<file path="config.mk">
export PLATFORM = sky130hd
export DESIGN_NAME = rx_spart_flat
export DESIGN_NICKNAME = d
export VERILOG_FILES = /design/src/rtl/rx_spart_if.sv /design/src/rtl/rx_spart.sv /design/src/flat_wrapper.sv
export SDC_FILE = /design/constraint.sdc
export NUM_CORES = 1
export LEC_CHECK = 0
export ABC_AREA = 1
export BUFFER_PORTS_ARGS = -buffer_cell sky130_fd_sc_hd__buf_2
export CORE_ASPECT_RATIO = 1.4
export CORE_MARGIN = 10
export CORE_UTILIZATION = 35
export CTS_CLUSTER_DIAMETER = 30
export DETAILED_ROUTE_END_ITERATION = 10
export PLACE_DENSITY = 0.59
export SLEW_MARGIN = 0
export SYNTH_ARGS = -nofsm -noshare
export SYNTH_HDL_FRONTEND = slang
export SYNTH_SLANG_ARGS = --single-unit
</file>
<file path="constraint.sdc">
create_clock -name clk -period 1.3 [get_ports clk]
set_input_delay 0 -clock clk [delete_from_list [all_inputs] [get_ports clk]]
set_output_delay 0 -clock clk [all_outputs]
set_load 0.02 [all_outputs]
</file>
<file path="src/rtl/rx_spart_if.sv">
// Processor-side bus of the SPART receive half: read strobe/address in,
// received byte and status flags out.
interface rx_spart_if #(
  parameter int unsigned DATA_BITS = 8
);
  logic                 iorw;
  logic [1:0]           ioaddr;
  logic [DATA_BITS-1:0] rx_data;
  logic                 rda;
  logic                 ferr;
  logic                 overrun;

  // Receiver side
  modport slave (
    input  iorw,
    input  ioaddr,
    output rx_data,
    output rda,
    output ferr,
    output overrun
  );

  // Processor side
  modport master (
    output iorw,
    output ioaddr,
    input  rx_data,
    input  rda,
    input  ferr,
    input  overrun
  );
endinterface

</file>
<file path="src/rtl/rx_spart.sv">
// SPART receive half: 16x oversampled UART receiver (1 start, DATA_BITS data LSB first,
// 1 stop, no parity) with receive-data-available and sticky overrun flags.
// Optional macro RX_FERR_EN: when defined, the stop bit drives a framing-error flag;
// when undefined, the stop bit is ignored and ferr is tied low.
module rx_spart #(
  parameter int unsigned DATA_BITS  = 8,
  parameter int unsigned OVERSAMPLE = 16
) (
  input logic        clk,
  input logic        rst,
  input logic        rxd,
  input logic        brg_en16,
  rx_spart_if.slave  bus
);

  localparam int unsigned TickW = $clog2(OVERSAMPLE);
  localparam int unsigned BitW  = $clog2(DATA_BITS + 1);

  localparam logic [TickW-1:0] TickMid  = TickW'(OVERSAMPLE / 2 - 1);
  localparam logic [TickW-1:0] TickLast = TickW'(OVERSAMPLE - 1);
  localparam logic [BitW-1:0]  BitLast  = BitW'(DATA_BITS - 1);

  localparam logic [1:0] StIdle  = 2'd0;
  localparam logic [1:0] StStart = 2'd1;
  localparam logic [1:0] StData  = 2'd2;
  localparam logic [1:0] StStop  = 2'd3;

  logic [1:0]           rxd_sync_d, rxd_sync_q;
  logic                 rxd_s;
  logic [1:0]           state_d, state_q;
  logic [TickW-1:0]     tick_d, tick_q;
  logic [BitW-1:0]      bit_d, bit_q;
  logic [DATA_BITS-1:0] shift_d, shift_q;
  logic [DATA_BITS-1:0] rx_data_d, rx_data_q;
  logic                 rda_d, rda_q;
  logic                 overrun_d, overrun_q;
  logic                 done;
  logic                 rd;

  assign rxd_s = rxd_sync_q[1];
  assign rd    = bus.iorw && (bus.ioaddr == 2'b00);

  // Frame FSM: start detect, mid-bit sampling, shift-in and stop-bit completion
  always_comb begin
    rxd_sync_d = {rxd_sync_q[0], rxd};
    state_d    = state_q;
    tick_d     = tick_q;
    bit_d      = bit_q;
    shift_d    = shift_q;
    done       = 1'b0;
    unique case (state_q)
      StIdle: begin
        if (!rxd_s) begin
          state_d = StStart;
          tick_d  = '0;
        end
      end
      StStart: begin
        if (brg_en16) begin
          if (tick_q == TickMid) begin
            tick_d  = '0;
            bit_d   = '0;
            // A high line at mid start bit is a glitch, not a frame
            state_d = rxd_s ? StIdle : StData;
          end else begin
            tick_d = tick_q + 1'b1;
          end
        end
      end
      StData: begin
        if (brg_en16) begin
          if (tick_q == TickLast) begin
            tick_d  = '0;
            shift_d = {rxd_s, shift_q[DATA_BITS-1:1]};
            bit_d   = bit_q + 1'b1;
            if (bit_q == BitLast) state_d = StStop;
          end else begin
            tick_d = tick_q + 1'b1;
          end
        end
      end
      StStop: begin
        if (brg_en16) begin
          if (tick_q == TickLast) begin
            tick_d  = '0;
            done    = 1'b1;
            state_d = StIdle;
          end else begin
            tick_d = tick_q + 1'b1;
          end
        end
      end
      default: state_d = StIdle;
    endcase
  end

  // Buffer/flag update; a completing byte takes priority over a concurrent read
  always_comb begin
    rx_data_d = rx_data_q;
    rda_d     = rda_q;
    overrun_d = overrun_q;
    if (rd) begin
      rda_d     = 1'b0;
      overrun_d = 1'b0;
    end
    if (done) begin
      rx_data_d = shift_q;
      rda_d     = 1'b1;
      if (rda_q && !rd) overrun_d = 1'b1;
    end
  end

  // State registers with synchronous reset
  always_ff @(posedge clk) begin
    if (rst) begin
      rxd_sync_q <= 2'b11;
      state_q    <= StIdle;
      tick_q     <= '0;
      bit_q      <= '0;
      shift_q    <= '0;
      rx_data_q  <= '0;
      rda_q      <= 1'b0;
      overrun_q  <= 1'b0;
    end else begin
      rxd_sync_q <= rxd_sync_d;
      state_q    <= state_d;
      tick_q     <= tick_d;
      bit_q      <= bit_d;
      shift_q    <= shift_d;
      rx_data_q  <= rx_data_d;
      rda_q      <= rda_d;
      overrun_q  <= overrun_d;
    end
  end

  assign bus.rx_data = rx_data_q;
  assign bus.rda     = rda_q;
  assign bus.overrun = overrun_q;

`ifdef RX_FERR_EN
  logic ferr_d, ferr_q;

  // Framing error reflects the stop bit of the most recent completed frame
  always_comb begin
    ferr_d = ferr_q;
    if (done) ferr_d = ~rxd_s;
  end

  // Framing error register
  always_ff @(posedge clk) begin
    if (rst) ferr_q <= 1'b0;
    else     ferr_q <= ferr_d;
  end

  assign bus.ferr = ferr_q;
`else
  assign bus.ferr = 1'b0;
`endif

endmodule

</file>
<file path="src/flat_wrapper.sv">
// flat-port wrapper written by rule: the top's interface ports become plain ports
module rx_spart_flat 
#(
  parameter int unsigned DATA_BITS  = 8,
  parameter int unsigned OVERSAMPLE = 16
)
  (clk, rst, rxd, brg_en16, bus_iorw, bus_ioaddr, bus_rx_data, bus_rda, bus_ferr, bus_overrun);
  rx_spart_if #(.DATA_BITS(DATA_BITS)) bus_i ();
  input logic clk;
  input logic rst;
  input logic rxd;
  input logic brg_en16;
  input wire logic [$bits(bus_i.iorw)-1:0] bus_iorw;
  input wire logic [$bits(bus_i.ioaddr)-1:0] bus_ioaddr;
  output wire logic [$bits(bus_i.rx_data)-1:0] bus_rx_data;
  output wire logic [$bits(bus_i.rda)-1:0] bus_rda;
  output wire logic [$bits(bus_i.ferr)-1:0] bus_ferr;
  output wire logic [$bits(bus_i.overrun)-1:0] bus_overrun;
  assign bus_i.iorw = bus_iorw;
  assign bus_i.ioaddr = bus_ioaddr;
  assign bus_rx_data = bus_i.rx_data;
  assign bus_rda = bus_i.rda;
  assign bus_ferr = bus_i.ferr;
  assign bus_overrun = bus_i.overrun;
  rx_spart #(.DATA_BITS(DATA_BITS), .OVERSAMPLE(OVERSAMPLE)) u_core (.clk(clk), .rst(rst), .rxd(rxd), .brg_en16(brg_en16), .bus(bus_i));
endmodule
</file>
Word level (Yosys, flattened, before mapping)
Index checks and enable logic that the tools add are counted.
{ "op_classes": {"n_addsub": 2, "eq_ne": 15, "n_mux": 29, "reduce_logical": 12} }
{ "op_table": {"columns": ["op", "count"], "rows": [
  ["2-to-1 mux 4 bit", 9],
  ["2-to-1 mux 2 bit", 9],
  ["case mux 4 bit (3 select lines)", 1],
  ["!= test 2 x 1 -> 1 bit (second input constant)", 5],
  ["adder 4 x 1 -> 4 bit (second input constant)", 2],
  ["== test 4 x 3 -> 1 bit (second input constant)", 2],
  ["2-to-1 mux 1 bit", 8],
  ["!= test 2 bit (second input constant)", 4],
  ["case mux 2 bit (4 select lines)", 1],
  ["case mux 4 bit (2 select lines)", 1],
  ["AND reduction 8 bit", 1],
  ["AND reduction 3 bit", 2],
  ["AND reduction 5 bit", 1],
  ["== test 2 bit (second input constant)", 2],
  ["== test 4 bit (second input constant)", 1],
  ["zero test 2 bit", 2],
  ["nonzero test 2 bit", 2],
  ["== test 2 x 1 -> 1 bit (second input constant)", 1],
  ["logical AND 1 bit", 2],
  ["OR reduction 2 bit", 1],
  ["zero test 1 bit", 1]
]} }
{ "totals": {"ff_bits": 30, "inputBits": 7, "output_inout_bits": 11, "wordCells": 66} }

Logic depth before layout (Yosys ltp)
Gate-level depths: netlist of run 1.
{ "depth": {"word_depth": 6, "mapped_depth": 8, "mapped_depth_nobuf": 8} }

Least setup slack after synthesis of run 1
OpenSTA, ideal clock, no wires.
{ "synth_path": {"path_kind": "reg-to-reg", "from": "register u_core.tick_q[0]", "to": "register (tool-made name)", "setup_time_ns": 0.113, "t_arrival_ns": 1.136, "required_ns": 1.187, "path_slack_ns": 0.050, "stages_incl_launch_ff": 7, "n_path_buf": 0, "synth_period_minus_slack_ns": 1.250, "path_cell_list": "dfxtp_1 -> ha_1 -> nand4_1 -> a21oi_1 -> nand3_1 -> nand3_1 -> nand2_1"} }
{ "synth_lines": {"columns": ["element", "line_no", "text"], "rows": [
  ["start, declared", "rx_spart.sv:31", "logic [TickW-1:0] tick_d, tick_q;"],
  ["start signal, assigned", "rx_spart.sv:127", "tick_q <= tick_d;"]
]} }

Final worst setup path of run 1
{ "layout_path": {"from": "register u_core.tick_q[1]", "to": "register u_core.shift_q[6]"} }
{ "layout_via": {"elab_chain_len": 2} }
{ "layout_rtl": {"columns": ["element", "line_no", "text"], "rows": [
  ["== test 4 bit", "rx_spart.sv:72", "if (tick_q == TickLast) begin"],
  ["AND reduction 3 bit (no source line)", null, null],
  ["end signal, assigned", "rx_spart.sv:129", "shift_q <= shift_d;"],
  ["end, declared", "rx_spart.sv:33", "logic [DATA_BITS-1:0] shift_d, shift_q;"]
]} }
Every way passes these cells.
A chain may end at the register's enable or synchronous reset.

==> impl_results.md, run 1 <==
* Detail Route Antenna Nets at 0
* Pwr Density at 1360 nW/um2
* Port bufs at 16
* Fin nets at around 220
* Post-Syn Area per Cell at 7.44 um2
* Power, Total at 2380 uW
* First-pass GRT wire length at 4820 um
* Main synth FF type: dfxtp_1
* Failing checks: negative setup slack
* TritonRoute pass-1 iters at 4
* Top-count cell post-synth: nor2_1
* Area of the die at 6560 um2
* Crit Path Class: reg -> reg
* Max Slew Vio Count at 0
* Max incr delay on CP at roughly 360 ps
* Overflow left after global routing at 0
* Cells after DPL at 241
* DP Wirelength at 1990 um
* Residual DRC at 0
* Die X at 71.4 um
* Row count at 26
* Critical Path Source: u_core.tick_q[1]
* Critical path's slowest cell: dfxtp_2
* YS warnings at 0
* Final WL at 2820 um
* Worst Slack Setup Final at -8.26 ps
* Sum of negative setup slack at -17.7 ps
* Measured slew at the worst slew-check pin at 619 ps
* Fraction of layout cells with a size suffix above 1 at 32.4%
* Seq/Total Area, Yosys at a little under half
* Pre-CTS WS at -106 ps
* WP data required at 1520 ps
* Synth area leaders: dfxtp_1 (46%), nor2_1 (12%), o21ai_0 (7.4%), nand2_1 (6.1%), a21oi_1 (4.6%)
* CTS H-tree lvls at 2
* Die height at between 90 and 100 um
* P_leak at 0.000771 uW
* Synth Instances at roughly 170
* Post-synth top area share at 46.4%
* Synth unique cells at 21
* Worst Path Arrival at 1530 ps
* Max Root-Sink Buffers at 2
* Vias in the first global route at between 1000 and 1500
* Antenna cells at 0
* Finished Layout Cells at between 200 and 300
* Wire per inst at 11.2 um
* Ratio of final minimum period to clock period at 101%
* Skew final at 3.98 ps
* Synth Register Bits at 30
* Delay-heaviest family, CP: simple AND/OR/NAND/NOR gates
* Area delta synth->final at 35.0%
* Worst Path Buf+Inv at 1
* Crit-path max FO at 5
* GRT Total Usage at under 10%
* Max Freq at 0.764 GHz
* Startpoint types: flip-flop
* CP endpoint kind: flip-flop
* Inserted Clock Buffers at 5
* Synth area leader: dfxtp_1
* Final Hold Fails at 0
* Setup Viol. Count Final at 3
* Initial drt markers at 42
* Asr flop ratio synth at 0%
* RSZ-0062 raised after global routing: true
* Final Critical Period at 1310 ps
* Synth top cells by count: nor2_1 (42), dfxtp_1 (30), nand2_1 (21)
* Mapped Area at around 1300 um2
* R2R Path Start: u_core.tick_q[1]
* Initial Util at 35.8%
* Relative slew slack at 58.7%
* Via density at 4.68
* Syn nets at 183
* Root Buffer Master: clkbuf_8
* I/O pin count at 18
* Hold Crit Start: rst
* Largest net degree at the start of global routing at 22
* CP cell instances: ha_4 > nand4_1 > nor2_4 > buf_6 > o21ai_1 > nor2_1
* Hold WC Path Type: in -> reg
* Final GP Congestion at ~0.79
* Clock transition at path regs at about 60 ps
* Status: finished, violations left
* Core ar. at about 3600 um2
* Worst vdd ir at about 0.0012 V
* Initial antenna violation count at 0
* CTS tree: done
* Clock Latency Late Sink at 280 ps
* CTS sink count at 30
* Post-synth EDFFs at 0
* Max-cap violation count at 0
* Vias post-DR at 1179
[final cells by class]
type	instances	area [um2]
tap	42	52.6
timing repair buffer	33	221
inverter	15	56.3
sequential	30	606
clock buffer	6	82.6
multi-input combinational	124	668
fill	363	1860
clock inverter	2	60.1
[layer usage]
layer  global-route usage [%]  part of all wire [%]
met1                     9.63                    46
met2                     14.5                    47
met3                     3.78                   4.9
met4                     5.34                   2.5
met5                        0                     0
[through the flow]
stage / area, um2 / util (%) / hold WS [ps]
floorplan: 1290 / - / 104
global placement: 1500 / 41.6 / 183
detailed placement: 1500 / 41.6 / 187
CTS: 1710 / 47.3 / 26.6
global route: 1750 / 48.4 / 35.4
finish: 1750 / 48.4 / 38.6
[where the power goes]
part	switching [uW]	internal [uW]
Clock	349	817
Sequential	12.2	935
Combinational	164	102
Total	525	1850
[cells by family after synthesis]
logic type                 count (synthesis)  synth area share, %
xor gates and xnor gates                   3                 2.03
adders and majority gates                  2                 1.93
DFF                                       30                 46.4
buffers and inverters                     20                 6.67
other                                      1                0.290
and+or+nand+nor                           85                 29.3
AOI/OAI and AO/OA                         33                 13.3
[cell usage in the layout (no fill, tap or decap), drive strengths merged]
cell and instances:
dfxtp 30, nor2 47, nand4 2, xor2 3
buf 32, a21oi 12, conb 1, ha 2
clkbuf 6, dlygate4sd3 1, or2 2, o21ai 20
nand2 22, inv 15, nand3 12, bufinv 2
a2bb2oi 1
[registers in the layout, summed over array words and instances (netlist names), named ones only]
| name | count |
|---|---|
| u_core.bus.rx_data | 8 |
| u_core.shift_q | 8 |
| u_core.bit_q | 4 |
| u_core.tick_q | 4 |
| u_core.rxd_sync_q | 2 |
| u_core.bus.overrun | 1 |
| u_core.bus.rda | 1 |
| u_core.state_q | 1 |
[timing repair]
action / in CTS / in global routing
pin swaps: 7 / 5
hold endpoints to repair: 1 / 0
hold buffers: 1 / 0
resized for setup: 11 / 21
buffers inserted: 2 / 0
setup endpoints to repair: 21 / 26
[final timing paths]
| path | to | cells after the start | slack [ps] |
|---|---|---|---|
| setup / recovery | u_core.shift_q[6] | 6 | -8 |
| hold / removal | u_core.bit_q[2] | 2 | 40 |
| setup reg to reg | u_core.shift_q[6] | 6 | -8 |
| hold reg to reg | u_core.rxd_sync_q[1] | 1 | 420 |
(Power assumes the default switching activity.)
==> run 2, diff against run 1 <==
--- a/config.mk
+++ b/config.mk
@@ -13,6 +13,7 @@
 export CTS_CLUSTER_DIAMETER = 30
 export DETAILED_ROUTE_END_ITERATION = 10
 export PLACE_DENSITY = 0.59
+export RECOVER_POWER = 50
 export SLEW_MARGIN = 0
 export SYNTH_ARGS = -nofsm -noshare
 export SYNTH_HDL_FRONTEND = slang
==> run 2 against run 1 <==
Compared with the run above: the flow still finishes with violations (negative setup slack); clock power barely moved; first-iteration DRC count did not move; flip-flop and latch count did not move; non-clock buffer count did not move; via count fell by 0.34%; critical path type unchanged; largest power group unchanged.
==> impl_results.md, run 2 (synthesis results as in run 1) <==
* Status: finished, violations left
* Failing checks: negative setup slack
* Final GP Congestion at 0.787 (unchanged)
* Initial drt markers at 42 (unchanged)
* Vias in the first global route at 1140 (unchanged)
* Vias post-DR at 1175 (-0.34%)
* I/O pin count at 18 (unchanged)
* Measured slew at the worst slew-check pin at 619 ps (-0.0102 ps)
* R2R Path Start: u_core.tick_q[1]
* Wire per inst at 11.2 um (about the same)
* Crit Path Class: reg -> reg
* TritonRoute pass-1 iters at 4 (unchanged)
* Hold WC Path Type: in -> reg
* Final WL at 2810 um (about the same)
* CTS tree: done
* Final Critical Period at 1310 ps (-0.000560 ps)
* Ratio of final minimum period to clock period at 101% (about the same)
* First-pass GRT wire length at 4820 um (unchanged)
* Antenna cells at 0 (unchanged)
* Max-cap violation count at 0 (unchanged)
* Worst Slack Setup Final at -8.26 ps (+0.000560 ps)
* Area of the die at 6560 um2 (unchanged)
* Crit-path max FO at 5 (unchanged)
* Startpoint types: flip-flop
* Max Root-Sink Buffers at 2 (unchanged)
* Detail Route Antenna Nets at 0 (unchanged)
* Final instance area at 1740 um2 (-0.36%)
* Worst Path Arrival at 1530 ps (about the same)
* Initial Util at 35.8% (unchanged)
* CP endpoint kind: flip-flop
* WP data required at 1520 ps (about the same)
* Critical Path Source: u_core.tick_q[1]
* Max Freq at 0.764 GHz (about the same)
* Relative slew slack at 58.7% (about the same)
* Die height at 91.9 um (unchanged)
* DP Wirelength at 1990 um (unchanged)
* Core ar. at 3610 um2 (unchanged)
* Die X at 71.4 um (unchanged)
* Post-route core utilization at 48.2% (-0.17 points)
* Final Hold Fails at 0 (unchanged)
* RR Endpoint: u_core.shift_q[6]
* Worst reg2reg setup slack at -8 ps (about the same)
* R2R cell count at 6 (unchanged)
* Clock transition at path regs at 60 ps (about the same)
* P_leak at 0.000749 uW (-2.9%)
* RSZ-0062 raised after global routing: true
* Skew final at 4.03 ps (+0.0420 ps)
* Critical path endpoint: u_core.shift_q[6]
* Residual DRC at 0 (unchanged)
* Filler cells at 367 (+1.1%)
* Initial antenna violation count at 0 (unchanged)
* Max Slew Vio Count at 0 (unchanged)
* Pre-CTS WS at -106 ps (unchanged)
* Inserted Clock Buffers at 5 (unchanged)
* Overflow left after global routing at 0 (unchanged)
* Fin nets at 218 (unchanged)
* Root Buffer Master: clkbuf_8
* Clock Latency Late Sink at 280 ps (about the same)
* Port bufs at 16 (unchanged)
* Largest net degree at the start of global routing at 22 (unchanged)
* GRT Total Usage at 9.04% (unchanged)
* Area delta synth->final at 34.5%
* Row count at 26 (unchanged)
* Via density at 4.66 (-0.34%)
* CTS sink count at 30 (unchanged)
* Setup Viol. Count Final at 3 (unchanged)
* Pwr Density at 1370 nW/um2 (+0.36%)
* Worst vdd ir at 0.00118 V (about the same)
* CTS H-tree lvls at 2 (unchanged)
* Most frequent cells in the layout: nor2_1 (41), dfxtp_1 (26), nand2_1 (20)
* Commonest non-fill, non-tap cell in the layout: nor2_1
* Power, Total at 2380 uW (about the same)
* Fraction of layout cells with a size suffix above 1 at 30.0% (-2.4 points)
* Placed instance area at 1500 um2 (unchanged)
==> run 2: routing by layer <==
metal	track usage, %	routed length (um)
met5	0	0
met4	5.34	71
met3	3.78	136
met2	14.5	1320
met1	9.63	1290
==> run 2: critical path, stage by stage (launching register included) <==
cell and delay [ps]:
dfxtp_2 360, ha_4 160, nand4_1 210, nor2_4 220, buf_6 130, o21ai_1 50, nor2_1 120
==> run 2: stage by stage <==
| step | instances | hold slack, ps | TNS [ps] |
|---|---|---|---|
| global placement | 241 | 183 | -719 |
| detailed placement | 241 | 187 | -739 |
| CTS | 252 | 26.6 | -34.9 |
| floorplan | 174 | 104 | 0 |
| finish | 252 | 36.2 | -17.4 |
| global route | 252 | 35.4 | -1380 |
==> run 2: how the worst min path moves through the flow <==
stage	from	endpoint	slack, ps	depth (start not counted)
after floorplan	rxd	u_core.rxd_sync_q[0]	100	1
after global placement	rxd	u_core.rxd_sync_q[0]	180	2
after detailed placement	rxd	u_core.rxd_sync_q[0]	190	2
after CTS	bus_iorw	u_core.bus.rda	30	4
after global routing	rst	u_core.bus.overrun	40	2
final	rst	u_core.bit_q[2]	40	2
==> run 2: final cells by class <==
| type | instances | area [um2] | area share [%] |
|---|---|---|---|
| inverter | 15 | 56.3 | 3.24 |
| multi-input combinational | 124 | 668 | 38.4 |
| tap | 42 | 52.6 | 3.02 |
| clock inverter | 2 | 60.1 | 3.45 |
| sequential | 30 | 606 | 34.8 |
| timing repair buffer | 33 | 215 | 12.4 |
| clock buffer | 6 | 82.6 | 4.74 |
==> run 2: what timing repair did <==
| action | CTS | global route |
|---|---|---|
| gates cloned | 0 | 0 |
| endpoints found under the setup margin | 21 | 26 |
| hold buffers | 1 | 0 |
| hold endpoints to repair | 1 | 0 |
| resized for setup | 11 | 21 |
| setup buffers | 2 | 0 |
| pin swaps | 7 | 5 |
==> run 2: power breakdown <==
group	leakage, uW	total [uW]	internal, uW	switching [uW]
Combinational	0.000433	265	102	164
Clock	0.0000714	1170	817	349
Sequential	0.000244	947	935	12.2
Total	0.000749	2380	1850	525
==> run 3, diff against run 2 <==
--- a/config.mk
+++ b/config.mk
@@ -12,7 +12,6 @@
 export CORE_UTILIZATION = 35
 export CTS_CLUSTER_DIAMETER = 30
 export DETAILED_ROUTE_END_ITERATION = 10
-export PLACE_DENSITY = 0.59
 export RECOVER_POWER = 50
 export SLEW_MARGIN = 0
 export SYNTH_ARGS = -nofsm -noshare
==> run 3 against run 2 <==
Compared with the run above: the flow still finishes with violations (negative setup slack); clock power fell by 41%; cell area is 3.5% lower; non-clock buffer count down 2; power fell by 20%; critical endpoint is now u_core.shift_q[4]; via count is 0.77% lower; die area is the same; first-iteration DRC count up 21%; fmax shrank 2.7%; critical path depth up 1; wire length fell by 0.43%; clock skew is essentially flat.
==> impl_results.md, run 3 (synthesis results as in run 1) <==
* Failing checks: negative setup slack
* Port bufs at 16 (unchanged)
* Fraction of layout cells with a size suffix above 1 at 28.5% (-1.5 points)
* Fin Hold WS at 36.8 ps (+0.685 ps)
* Die height at 91.9 um (unchanged)
* Vias in the first global route at 1091 (-4.3%)
* Sum of negative setup slack at -325 ps (-307 ps)
* Max Root-Sink Buffers at 2 (unchanged)
* Pre-CTS WS at -106 ps (-0.498 ps)
* Core ar. at 3610 um2 (unchanged)
* CP endpoint kind: flip-flop
* Worst Slack Setup Final at -44.6 ps (-36.3 ps)
* Startpoint types: flip-flop
* Pwr Density at 1130 nW/um2 (-17%)
* GRT Total Usage at 9.03% (about the same)
* Clock Latency Late Sink at 280 ps (about the same)
* Hold WC Path Type: in -> reg
* Final Hold Fails at 0 (unchanged)
* Pint at 1390 uW (-25%)
* Antenna cells at 0 (unchanged)
* Inserted Clock Buffers at 5 (unchanged)
* Overflow left after global routing at 0 (unchanged)
* CTS H-tree lvls at 2 (unchanged)
* Hold Path End: u_core.bus.rda
* Initial Util at 35.8% (unchanged)
* RR Endpoint: u_core.shift_q[4]
* Ratio of final minimum period to clock period at 103% (+2.8 points)
* I/O pin count at 18 (unchanged)
* DP Wirelength at 2010 um (+1.2%)
* Measured slew at the worst slew-check pin at 526 ps (-92.9 ps)
* Final Critical Period at 1340 ps (+36.3 ps)
* Postcts setup bufs at 0 (-2)
* RSZ-0062 raised after global routing: true
* Worst Path Arrival at 1510 ps (-20 ps)
* Switch Pwr at 513 uW (-2.4%)
* Initial drt markers at 51 (+21%)
* Max Freq at 0.744 GHz (-2.7%)
* Largest net degree at the start of global routing at 22 (unchanged)
* Setup Viol. Count Final at 13 (+10)
* First-pass GRT wire length at 4800 um (-0.58%)
* Wire per inst at 11.3 um (+0.77%)
* Flop pwr share at 49.3% (+9.5 points)
* Detail Route Antenna Nets at 0 (unchanged)
* Fin nets at 216 (-0.92%)
* TritonRoute pass-1 iters at 4 (unchanged)
* Clock transition at path regs at 60 ps (about the same)
* Status: finished, violations left
* Area of the die at 6560 um2 (unchanged)
* Crit Path Class: reg -> reg
* Area delta synth->final at 29.9%
* Final WL at 2800 um (-0.43%)
* Via density at 4.68 (+0.43%)
* Residual DRC at 0 (unchanged)
* Commonest non-fill, non-tap cell in the layout: nor2_1
* WP data required at 1470 ps (-50 ps)
* Skew final at 4.18 ps (+0.158 ps)
* Relative slew slack at 64.9% (+6.2 points)
* P_leak at 0.000690 uW (-7.8%)
* Cells after DPL at 241 (unchanged)
* Switching Share at 26.9% (+4.8 points)
* Hold Crit Start: bus_iorw
* Clock share of power at 36.0% (-13 points)
* Initial antenna violation count at 0 (unchanged)
* Worst vdd ir at 0.000620 V (-47%)
* R2R Path Start: u_core.tick_q[0]
* Max Slew Vio Count at 0 (unchanged)
* Root Buffer Master: clkbuf_8
* CTS tree: done
* Die X at 71.4 um (unchanged)
* Most frequent cells in the layout: nor2_1 (38), dfxtp_1 (28), nand2_1 (14), o21ai_0 (14)
* Crit-path max FO at 10 (+5)
* CTS sink count at 30 (unchanged)
* R2R cell count at 7 (+1)
* Finished Layout Cells at 249 (-1.2%)
* Worst reg2reg setup slack at -40 ps (-40 ps)
* Combinational group share of total power at 14.7% (+3.5 points)
* Row count at 26 (unchanged)
* Critical Path Source: u_core.tick_q[0]
* Max-cap violation count at 0 (unchanged)
* Final GP Congestion at 0.835 (+6.1%)
* Hold Path Depth at 4 (+2)
* Vias post-DR at 1166 (-0.77%)
## run 3: changes by cell type in the layout (fill, tap and decap cells not counted), moves of 3 or more
cell | previous run | this run
o21ai_2 | 4 | 0
nand2_1 | 20 | 14
nor2_1 | 41 | 38
nand2_2 | 0 | 6
clkbuf_1 | 5 | 9
o21ai_0 | 9 | 14
buf_2 | 11 | 7
## run 3: per-layer routing
layer  up-vias  routed length [um]  share of wire (%)  GRT usage [%]
met4         0                  78                2.8           5.83
met1       509                1200                 43           9.31
met3         7                 131                4.7           3.24
met2        21                1390                 50           15.0
li1        629                   -                  -              -
met5         -                   0                  0              0
## run 3: metrics by stage
| stage | power, uW | instance area [um2] | util [%] |
|---|---|---|---|
| final | 1910 | 1680 | 46.5 |
| after CTS | 1920 | 1650 | 45.8 |
| after global routing | 2020 | 1680 | 46.5 |
| after detailed placement | 1190 | 1500 | 41.6 |
| after global placement | 1190 | 1500 | 41.6 |
| after floorplan | 1130 | 1290 | - |
## run 3: how the worst max path moves through the flow
stage,end,slack (ps),cells past startpoint
2_1_floorplan,flip-flop,50,6
3_5_place_dp,flip-flop,-110,9
4_1_cts,u_core.shift_q[5],-30,7
5_1_grt,u_core.shift_q[5],-150,7
3_3_place_gp,flip-flop,-120,9
6_report,u_core.shift_q[4],-40,7
## run 3: worst max-delay path, cell delays in order (launching register included)
cell     delay [ps]
dfxtp_2         350
ha_4            150
buf_6           100
nand4_1         160
nor2_4          250
inv_4            90
nor2_1           90
nor2_1           50
## run 3: final cells by class
type                    instances  area (um2)
clock buffers                   5        68.8
flip-flops and latches         30         603
fillers                       364        1930
repair buffers                 31         191
multi-input cells             124         692
inverters                      15        62.6
clock inverters                 2        10.0
well taps                      42        52.6
## run 3: repair_timing
item,in CTS,in global routing
pin swaps,7,3
setup endpoints to repair,23,25
gates resized for setup,16,17
hold buffers,1,0
hold endpoints to repair,1,0
## run 3: power by group through the flow
stage | Clock [uW] | Combinational (uW) | Sequential, uW
3_5_place_dp | 0 | 231 | 959
4_1_cts | 718 | 258 | 939
6_report | 686 | 280 | 940
5_1_grt | 765 | 308 | 941
2_1_floorplan | 0 | 160 | 969
3_3_place_gp | 0 | 233 | 959
